--- src/rtl/simple_pipe_fetch.sv ---
// rtl/simple_pipe_fetch.sv - in-order instruction fetch with credit-limited queue and redirect flush
// Optional macro SIMPLE_PIPE_FETCH_BYPASS_EN: same-cycle response-to-decode bypass on an empty queue.
module simple_pipe_fetch #(
  parameter int QDEPTH = 4
) (
  input  logic       clk,
  input  logic       rst,
  output logic       imem_req_valid,
  input  logic       imem_req_ready,
  output logic [7:0] imem_req_addr,
  input  logic       imem_resp_valid,
  input  logic [7:0] imem_resp_data,
  output logic [7:0] inst,
  output logic       inst_valid,
  input  logic       inst_ready,
  input  logic       redirect_valid,
  input  logic [7:0] redirect_pc
);
  localparam int PW = $clog2(QDEPTH);
  localparam int CW = PW + 1;
  localparam logic [CW:0] QDEPTH_W = (CW + 1)'(QDEPTH);

  logic [7:0]    pc_q, pc_d;
  logic [CW-1:0] count_q, count_d;
  logic [CW-1:0] inflight_q, inflight_d;
  logic [CW-1:0] drop_q, drop_d;
  logic [PW-1:0] rd_ptr_q, rd_ptr_d;
  logic [PW-1:0] wr_ptr_q, wr_ptr_d;
  logic [7:0]    mem_q [QDEPTH];

  logic [CW:0] credit_used;
  logic        req_hs;
  logic        resp_ok;
  logic        discard;
  logic        head_valid;
  logic        bypass_take;
  logic        push;
  logic        pop;

  always_comb begin
    credit_used    = {1'b0, inflight_q} + {1'b0, count_q};
    imem_req_valid = !rst && (credit_used < QDEPTH_W);
    imem_req_addr  = pc_q;
    req_hs         = imem_req_valid && imem_req_ready;
    // A response with nothing outstanding is a protocol violation and is ignored.
    resp_ok        = imem_resp_valid && (inflight_q != '0);
    discard        = resp_ok && (drop_q != '0);
    head_valid     = !rst && (count_q != '0) && !redirect_valid;
`ifdef SIMPLE_PIPE_FETCH_BYPASS_EN
    if (!rst && resp_ok && (drop_q == '0) && (count_q == '0) && !redirect_valid) begin
      inst        = imem_resp_data;
      inst_valid  = 1'b1;
      bypass_take = inst_ready;
    end else begin
      inst        = mem_q[rd_ptr_q];
      inst_valid  = head_valid;
      bypass_take = 1'b0;
    end
`else
    inst        = mem_q[rd_ptr_q];
    inst_valid  = head_valid;
    bypass_take = 1'b0;
`endif
    push = resp_ok && (drop_q == '0) && !bypass_take && !redirect_valid;
    pop  = head_valid && inst_ready;
  end

  always_comb begin
    pc_d       = req_hs ? pc_q + 8'd1 : pc_q;
    inflight_d = inflight_q + CW'(req_hs) - CW'(resp_ok);
    drop_d     = drop_q - CW'(discard);
    count_d    = count_q + CW'(push) - CW'(pop);
    rd_ptr_d   = pop  ? rd_ptr_q + PW'(1) : rd_ptr_q;
    wr_ptr_d   = push ? wr_ptr_q + PW'(1) : wr_ptr_q;
    // Everything still outstanding after this cycle (including a request
    // accepted right now) belongs to the old path and must be discarded.
    if (redirect_valid) begin
      pc_d     = redirect_pc;
      drop_d   = inflight_d;
      count_d  = '0;
      rd_ptr_d = '0;
      wr_ptr_d = '0;
    end
  end

  always_ff @(posedge clk) begin
    if (rst) begin
      pc_q       <= 8'h00;
      count_q    <= '0;
      inflight_q <= '0;
      drop_q     <= '0;
      rd_ptr_q   <= '0;
      wr_ptr_q   <= '0;
    end else begin
      pc_q       <= pc_d;
      count_q    <= count_d;
      inflight_q <= inflight_d;
      drop_q     <= drop_d;
      rd_ptr_q   <= rd_ptr_d;
      wr_ptr_q   <= wr_ptr_d;
    end
  end

  always_ff @(posedge clk) begin
    if (!rst && push) begin
      mem_q[wr_ptr_q] <= imem_resp_data;
    end
  end

endmodule

--- config.mk ---
export PLATFORM = sky130hd
export DESIGN_NAME = simple_pipe_fetch
export DESIGN_NICKNAME = d
export VERILOG_FILES = /design/src/rtl/simple_pipe_fetch.sv
export SDC_FILE = /design/constraint.sdc
export NUM_CORES = 1
export LEC_CHECK = 0
export BUFFER_PORTS_ARGS = -buffer_cell sky130_fd_sc_hd__buf_2
export CORE_ASPECT_RATIO = 1.25
export CORE_MARGIN = 5
export CORE_UTILIZATION = 40
export DETAILED_ROUTE_END_ITERATION = 8
export SLEW_MARGIN = 20
export SYNTH_ARGS = -nofsm -noshare
export SYNTH_HDL_FRONTEND = slang
export SYNTH_SLANG_ARGS = --single-unit
--- constraint.sdc ---
create_clock -name clk -period 4 [get_ports clk]
set_clock_uncertainty 0.05 [all_clocks]
set_input_delay 0.6 -clock clk [delete_from_list [all_inputs] [get_ports clk]]
set_output_delay 0.6 -clock clk [all_outputs]
set_load 0.01 [all_outputs]
==> results of run 1 <==
power groups by stage:
stage / clock network, mW / logic (mW) / registers, mW
final: 0.306 / 0.253 / 0.667
after global placement: 0 / 0.252 / 0.681
after global routing: 0.343 / 0.290 / 0.672
after floorplan: 0 / 0.189 / 0.676
after CTS: 0.320 / 0.258 / 0.667
after detailed placement: 0 / 0.254 / 0.680
metal layers:
metal	up-vias	global-route usage [%]
met5	-	0
met4	0	3.90
met3	5	2.93
met2	34	20.7
met1	749	14.5
li1	801	-
state kept, by name, summed over array words and instances, names as in the netlist, named ones only:
signal and count:
count_q 3, inflight_q 3, imem_req_addr 8, wr_ptr_q 2, mem_q 32, drop_q 3, rd_ptr_q 2
per-stage QoR:
stage               hold slack (ns)  setup WS (ns)  utilization (%)  cell area (um2)
floorplan                     0.377          0.806                -             2520
global placement              0.396          0.822             45.0             2770
detailed placement            0.398          0.794             45.0             2770
CTS                           0.418           1.08             46.5             2870
global route                  0.448          0.822             46.5             2870
finish                        0.413           1.09             46.5             2870
area by class of cell:
| class | instances | area [um2] |
|---|---|---|
| Multi-Input combinational cell | 117 | 995 |
| Fill cell | 612 | 3300 |
| Clock inverter | 3 | 22.5 |
| Inverter | 13 | 48.8 |
| Timing Repair Buffer | 40 | 203 |
| Clock buffer | 5 | 68.8 |
| Sequential cell | 55 | 1420 |
| Tap cell | 85 | 106 |
layout by cell type, fill, tap and decap left out, types with 2 or more instances in the layout:
| master | n |
|---|---|
| nor4_1 | 3 |
| o31ai_1 | 5 |
| a21oi_1 | 4 |
| a311oi_1 | 4 |
| clkbuf_8 | 5 |
| buf_2 | 39 |
| a2111oi_1 | 3 |
| nor2b_1 | 5 |
| inv_1 | 13 |
| mux4_2 | 8 |
| and2_1 | 7 |
| edfxtp_1 | 32 |
| xnor2_1 | 3 |
| o41a_1 | 3 |
| ha_1 | 13 |
| o31a_1 | 2 |
| nand2_1 | 9 |
| mux2i_1 | 3 |
| or4_1 | 5 |
| or3_1 | 2 |
| fa_1 | 2 |
| nor2_1 | 20 |
| dfxtp_1 | 23 |
| nand4_1 | 5 |
| or3b_2 | 2 |
worst max-delay path by stage:
stage | startpoint | end | depth (start not counted)
2_1_floorplan | rst | drop_q[2] | 13
3_3_place_gp | rst | drop_q[2] | 12
3_5_place_dp | rst | drop_q[2] | 12
4_1_cts | count_q[2] | drop_q[2] | 12
5_1_grt | count_q[2] | drop_q[2] | 12
6_report | count_q[2] | drop_q[2] | 12
cells by family (layout without fill, tap and decap cells):
family | count (synthesis) | count (layout)
AO/OA/AOI/OAI | 24 | 24
XOR/XNOR | 4 | 4
adder cells (fa/ha/maj) | 15 | 15
buffers and inverters | 24 | 61
flip-flops | 55 | 55
multiplexers | 11 | 11
AND/OR/NAND/NOR | 63 | 63
worst register-to-register path: cells and delay by family, from the launching register on:
family                     cells  cell delay, ns
AOI/OAI and AO/OA              1            0.15
xor gates and xnor gates       1            0.19
adders and majority gates      4            1.01
buffers and inverters          2            0.24
DFF                            1            0.34
and+or+nand+nor                4            0.86
==> qor.csv, run 1 <==
stage,metric,value,unit
run_status,status,completed,
worst_setup_path,cp_top_family,adder cells,
worst_setup_path,crit_buf_inv,2,
logic_synthesis,avgSynthCellArea,12.8,um2
logic_synthesis,synth_edf_count,32,
logic_synthesis,synth_compound_area_share,7.81,%
clock_tree,postCtsSetupRepairBufs,0,
worst_setup_path,ff2ff_path_depth,12,
floorplanning,dieWidth,80.9,um
detailed_routing,drc,0,
logic_synthesis,synth_xor_area_share,1.99,%
sta,timing.final.crit_share,72.7,%
global_route,grt_pass1_vias,1587,
sta,slew_headroom,61.9,%
logic_synthesis,synth_nets,233,
worst_setup_path,crit_fanout,17,
detailed_routing,wl_met1,2.03,mm
logic_synthesis,synth_top_family_by_area,simple AND/OR/NAND/NOR gates,
worst_setup_path,ff2ff_setup_slack,1.09,ns
floorplanning,dieHeight,98.7,um
logic_synthesis,muxShareOfSynthArea,8.35,%
worst_setup_path,crit_chain,ha_1 > or4_1 > buf_4 > nor2_1 > nand2_1 > ha_1 > inv_1 > ha_1 > fa_1 > xor3_1 > nor2_1 > a2bb2oi_1,
sta,hold_viol_final,0,
detailed_routing,wl_met2,2.23,mm
placed_design,gp_congestion,0.731,
worst_setup_path,r2r-start,count_q[2],
logic_synthesis,synthTopCellsByArea,"edfxtp_1 38%, dfxtp_1 18%, mux4_2 7.2%, ha_1 6.5%, nor2_1 3.0%",
min_path,hold_path_depth,1,
placed_design,numPlacedInstances,310,
worst_setup_path,crit_path_max_incr_delay,0.51,ns
logic_synthesis,synth_most_common_cell,edfxtp_1,
logic_synthesis,synthCells,196,
clock_tree,cts_max_level,2,
sta,worst_pin_slew,0.572,ns
pwr,total_power,1.23,mW
logic_synthesis,synth_ff_type,edfxtp_1,
detailed_routing,routed.top_layer,met4,
floorplanning,dieArea,7990,um2
global_route,grt_pass1_wl,7.41,mm
pwr,power_switching_share,27.3,%
final_layout,area_growth,13.9,%
pwr,vdd_drop_max,0.000247,V
logic_synthesis,synthAdderAreaFrac,8.06,%
detailed_routing,drt.antenna.violating_nets,0,
worst_setup_path,crit_top_cell,ha_1,
final_layout,fin_nets,269,
clock_tree,cts_tree,built,
detailed_routing,vias,1589,
logic_synthesis,yosys.area.top_type,edfxtp_1,
logic_synthesis,netlist_top_cells_count,"32 x edfxtp_1, 23 x dfxtp_1, 20 x nor2_1",
detailed_routing,first_iter_violations,39,
clock_tree,ctsResizeCount,0,
worst_setup_path,r2r_end,drop_q[2],
logic_synthesis,yosysSeqAreaShare,56.5,%
pwr,combPwrFrac,20.7,%
placed_design,io_buffers,39,
min_path,hp-start,rd_ptr_q[1],
sta,layout_min_cycle_time,2.91,ns
flow_run,drv_cap,0,
clock_tree,cts_hold_buf,0,
logic_synthesis,synth.distinct_cells,36,
logic_synthesis,synth_top_area_share,38.2,%
pwr,power.switching,0.334,mW
logic_synthesis,async_flop_share,0,%
sta,fin_tns_setup,0,ns
clock_tree,clkTransAtPathRegs,0.10,ns
clock_tree,cts_buffer_depth,2,
sta,fmax,344,MHz
sta,grt_setup_unrepaired,false,
global_route,antenna_found_initial,0,
global_route,grt.overflow.total,0,
detailed_routing,vias_per_cell,5.00,
worst_setup_path,startpoint_type,register,
pwr,p_int,0.893,mW
logic_synthesis,synthSimpleGateAreaFrac,13.3,%
detailed_routing,routedWlPerCell,14.2,um
clock_tree,cts_made_buffers,5,
global_route,grt_max_degree,19,
pwr,pwr-share-seq,54.4,%
detailed_routing,postRouteWirelength,4.52,mm
logic_synthesis,synth.cell_area,2520,um2
floorplanning,pin_count,40,
worst_setup_path,end_kind,register,
logic_synthesis,ys_ff_latch,55,
pwr,p_clk_share,25.0,%
worst_setup_path,cpMaxStageDelayCell,or4_1,
floorplanning,start_util,40.8,%
pwr,p_leak,1.08,nW
logic_synthesis,yosysWarnings,0,
sta,maxSlewViolCount,0,
floorplanning,core,6170,um2
final_layout,layout.cells.non_filler,318,
min_path,hold_class,reg2reg,
final_layout,diodes,0,
worst_setup_path,cp.arrival,3.10,ns
clock_tree,cts_root_buf,clkbuf_8,
worst_setup_path,path_class,reg2reg,
pwr,pwr_density_cell,428,nW/um2
worst_setup_path,cp.required,4.19,ns
clock_tree,worstSkewPairLatency,0.30,ns
clock_tree,cts.sinks,55,
floorplanning,rows,32,
global_route,grt_usage,12.0,%
placed_design,dp_hpwl,3.31,mm
sta,setup_viol,0,
detailed_routing,firstDrtPassIters,4,
detailed_routing,wl_met3,198,um
final_layout,drive_above_1_share,25.3,%
(Power assumes the default switching activity.)
==> inputs of run 2 (changes only) <==
--- a/config.mk
+++ b/config.mk
@@ -5,6 +5,7 @@
 export SDC_FILE = /design/constraint.sdc
 export NUM_CORES = 1
 export LEC_CHECK = 0
+export ABC_AREA = 1
 export BUFFER_PORTS_ARGS = -buffer_cell sky130_fd_sc_hd__buf_2
 export CORE_ASPECT_RATIO = 1.25
 export CORE_MARGIN = 5
==> constraint.sdc (replaced) <==
create_clock -name clk -period 2.45 [get_ports clk]
set_clock_uncertainty 0.05 [all_clocks]
set_input_delay 0.3675 -clock clk [delete_from_list [all_inputs] [get_ports clk]]
set_output_delay 0.3675 -clock clk [all_outputs]
set_load 0.01 [all_outputs]
==> run 2 against run 1 <==
Against the previous run: synthesized cell count up 42%; critical path type unchanged; via count up 25%; area after synthesis up 3.0%; critical endpoint unchanged.
==> qor.csv, run 2 <==
stage,metric,value,unit
worst_setup_path,crit_buf_inv,3,
pwr,p_leak,1.30,nW
final_layout,fin_nets,369,
clock_tree,cts_root_buf,clkbuf_8,
detailed_routing,firstDrtPassIters,4,
detailed_routing,vias_per_cell,4.76,
logic_synthesis,synth_edf_count,32,
clock_tree,cts_max_level,2,
pwr,pwr_density_cell,684,nW/um2
final_layout,num-fill-cells,607,
logic_synthesis,synth.cell_area,2590,um2
worst_setup_path,cp.arrival,2.47,ns
placed_design,dp_hpwl,3.61,mm
placed_design,gp_congestion,0.821,
logic_synthesis,synth.distinct_cells,24,
pwr,p_int,1.53,mW
sta,hold_viol_final,0,
floorplanning,rows,32,
pwr,pwr-share-seq,51.4,%
pwr,power.switching,0.591,mW
sta,worst_pin_slew,0.451,ns
clock_tree,cts_tree,built,
sta,maxSlewViolCount,0,
final_layout,diodes,0,
logic_synthesis,avgSynthCellArea,9.32,um2
final_layout,area.sequential,1420,um2
global_route,grt_pass1_wl,8.58,mm
detailed_routing,drc,0,
detailed_routing,first_iter_violations,101,
floorplanning,dieWidth,82.0,um
worst_setup_path,crit_chain,ha_1 > nand3_1 > nand4_4 > ha_1 > inv_1 > ha_1 > fa_1 > xor2_1 > inv_1 > nand2_1 > nand3_1 > inv_1,
sta,setup_viol,0,
final_layout,most-common-layout-cells,"46 x nand2_1, 43 x nor2_1, 39 x buf_2",
floorplanning,dieArea,8200,um2
worst_setup_path,crit_path_max_incr_delay,0.38,ns
clock_tree,cts_made_buffers,5,
run_status,status,completed,
worst_setup_path,cpMaxStageDelayCell,fa_1,
global_route,grt_max_degree,18,
placed_design,io_buffers,39,
worst_setup_path,path_class,reg2reg,
logic_synthesis,synth_top_area_share,37.1,%
worst_setup_path,crit_fanout,4,
global_route,grt_pass1_vias,1926,
worst_setup_path,cp_top_family,adder cells,
logic_synthesis,synth_most_common_cell,nand2_1,
detailed_routing,routedWlPerCell,12.1,um
sta,layout_min_cycle_time,2.30,ns
detailed_routing,vias,1990,
final_layout,utilization,49.6,%
detailed_routing,postRouteWirelength,5.04,mm
pwr,vdd_drop_max,0.000386,V
logic_synthesis,synth_nets,315,
sta,fmax,435,MHz
global_route,grt.overflow.total,0,
logic_synthesis,synthTopCellsByArea,"edfxtp_1 37%, dfxtp_1 18%, nand2_1 6.7%, nor2_1 6.4%, ha_1 6.3%",
final_layout,drive_above_1_share,23.4,%
floorplanning,core,6250,um2
floorplanning,dieHeight,100,um
logic_synthesis,synth_ff_type,edfxtp_1,
logic_synthesis,yosysSeqAreaShare,54.9,%
final_layout,final_common_cell,nand2_1,
global_route,antenna_found_initial,0,
logic_synthesis,yosys.area.top_type,edfxtp_1,
worst_setup_path,end_kind,register,
final_layout,largest_register_ffs,32,
pwr,combPwrFrac,20.3,%
final_layout,top_register,mem_q,
floorplanning,start_util,41.5,%
detailed_routing,drt.antenna.violating_nets,0,
sta,timing.final.crit_share,93.8,%
worst_setup_path,startpoint_type,register,
pwr,power_switching_share,27.9,%
logic_synthesis,yosysWarnings,0,
logic_synthesis,async_flop_share,0,%
clock_tree,cts.sinks,55,
clock_tree,clkTransAtPathRegs,0.10,ns
floorplanning,pin_count,40,
flow_run,drv_cap,0,
worst_setup_path,cp.required,2.62,ns
min_path,hold_class,in2reg,
logic_synthesis,ys_ff_latch,55,
clock_tree,cts_buffer_depth,2,
global_route,grt_usage,13.5,%
final_layout,area_growth,19.5,%
logic_synthesis,netlist_top_cells_count,"46 x nand2_1, 44 x nor2_1, 32 x edfxtp_1, 32 x inv_1, 23 x dfxtp_1",
pwr,p_clk_share,28.3,%
sta,slew_headroom,69.9,%
clock_tree,worstSkewPairLatency,0.31,ns
final_layout,multi_input_area,1030,um2
pwr,total_power,2.12,mW
clock_tree,cts_hold_buf,0,
logic_synthesis,synthCells,278,
==> run 2: cell types whose count changed in the layout (fill, tap and decap cells not counted), moves of 12 or more <==
cell	previous run	this run
nand3_1	0	17
buf_4	1	13
o21ai_0	1	20
inv_1	13	32
nand2_1	9	46
nor2_1	20	43
==> run 2: routing by layer <==
layer	routed length [um]	vias to the layer above	global-route usage, %	part of all wire (%)
met1	2220	918	16.2	44
li1	-	1022	-	-
met3	248	6	2.87	4.9
met5	0	-	0	0
met2	2500	44	23.7	50
met4	69	0	4.22	1.4
==> run 2: worst paths after layout <==
path,startpoint,depth (start not counted),endpoint,slack (ns)
max reg2reg,count_q[1],12,drop_q[2],0.15
max,count_q[1],12,drop_q[2],0.15
min,imem_resp_data[4],1,mem_q[2][4],0.22
min reg2reg,rd_ptr_q[1],2,register,0.45
==> run 2: cell type report <==
class                           count  area share [%]
Clock buffer                        6            2.34
Tap cell                           85            3.43
Clock inverter                      2            1.21
Multi-Input combinational cell    181            33.1
Timing Repair Buffer               52            9.45
Inverter                           37            4.48
Sequential cell                    55            45.9
==> run 2: metrics by stage <==
step / setup slack [ns] / hold slack [ns] / cell area, um2 / instances / setup TNS (ns)
CTS: 0.0354 / 0.215 / 3080 / 418 / 0
finish: 0.151 / 0.223 / 3100 / 418 / 0
floorplan: 0.0646 / 0.400 / 2590 / 278 / 0
global placement: 0.100 / 0.435 / 2970 / 410 / 0
detailed placement: 0.0593 / 0.446 / 2970 / 410 / 0
global route: -0.00386 / 0.210 / 3100 / 418 / -0.00386
==> run 2: repair_timing <==
item / 4_1_cts / 5_1_grt
endpoints found under the setup margin: 0 / 4
resized for setup: 0 / 4
buffers inserted: 0 / 0
endpoints found under the hold margin: 0 / 0
==> run 2: power groups by stage <==
stage,registers [mW],logic [mW],clock network (mW)
6_report,1.09,0.430,0.599
3_3_place_gp,1.11,0.420,0
2_1_floorplan,1.10,0.301,0
4_1_cts,1.09,0.428,0.613
3_5_place_dp,1.11,0.423,0
5_1_grt,1.10,0.511,0.656
==> run 2: cell families (layout without fill, tap and decap cells) <==
family | Yosys count | after routing | share of synthesized area (%)
fa+ha+maj | 15 | 15 | 7.82
compound gates | 41 | 41 | 8.55
flops | 55 | 55 | 54.9
buf+inv | 42 | 97 | 6.33
xor+xnor | 6 | 6 | 2.03
simple gates | 119 | 119 | 20.4
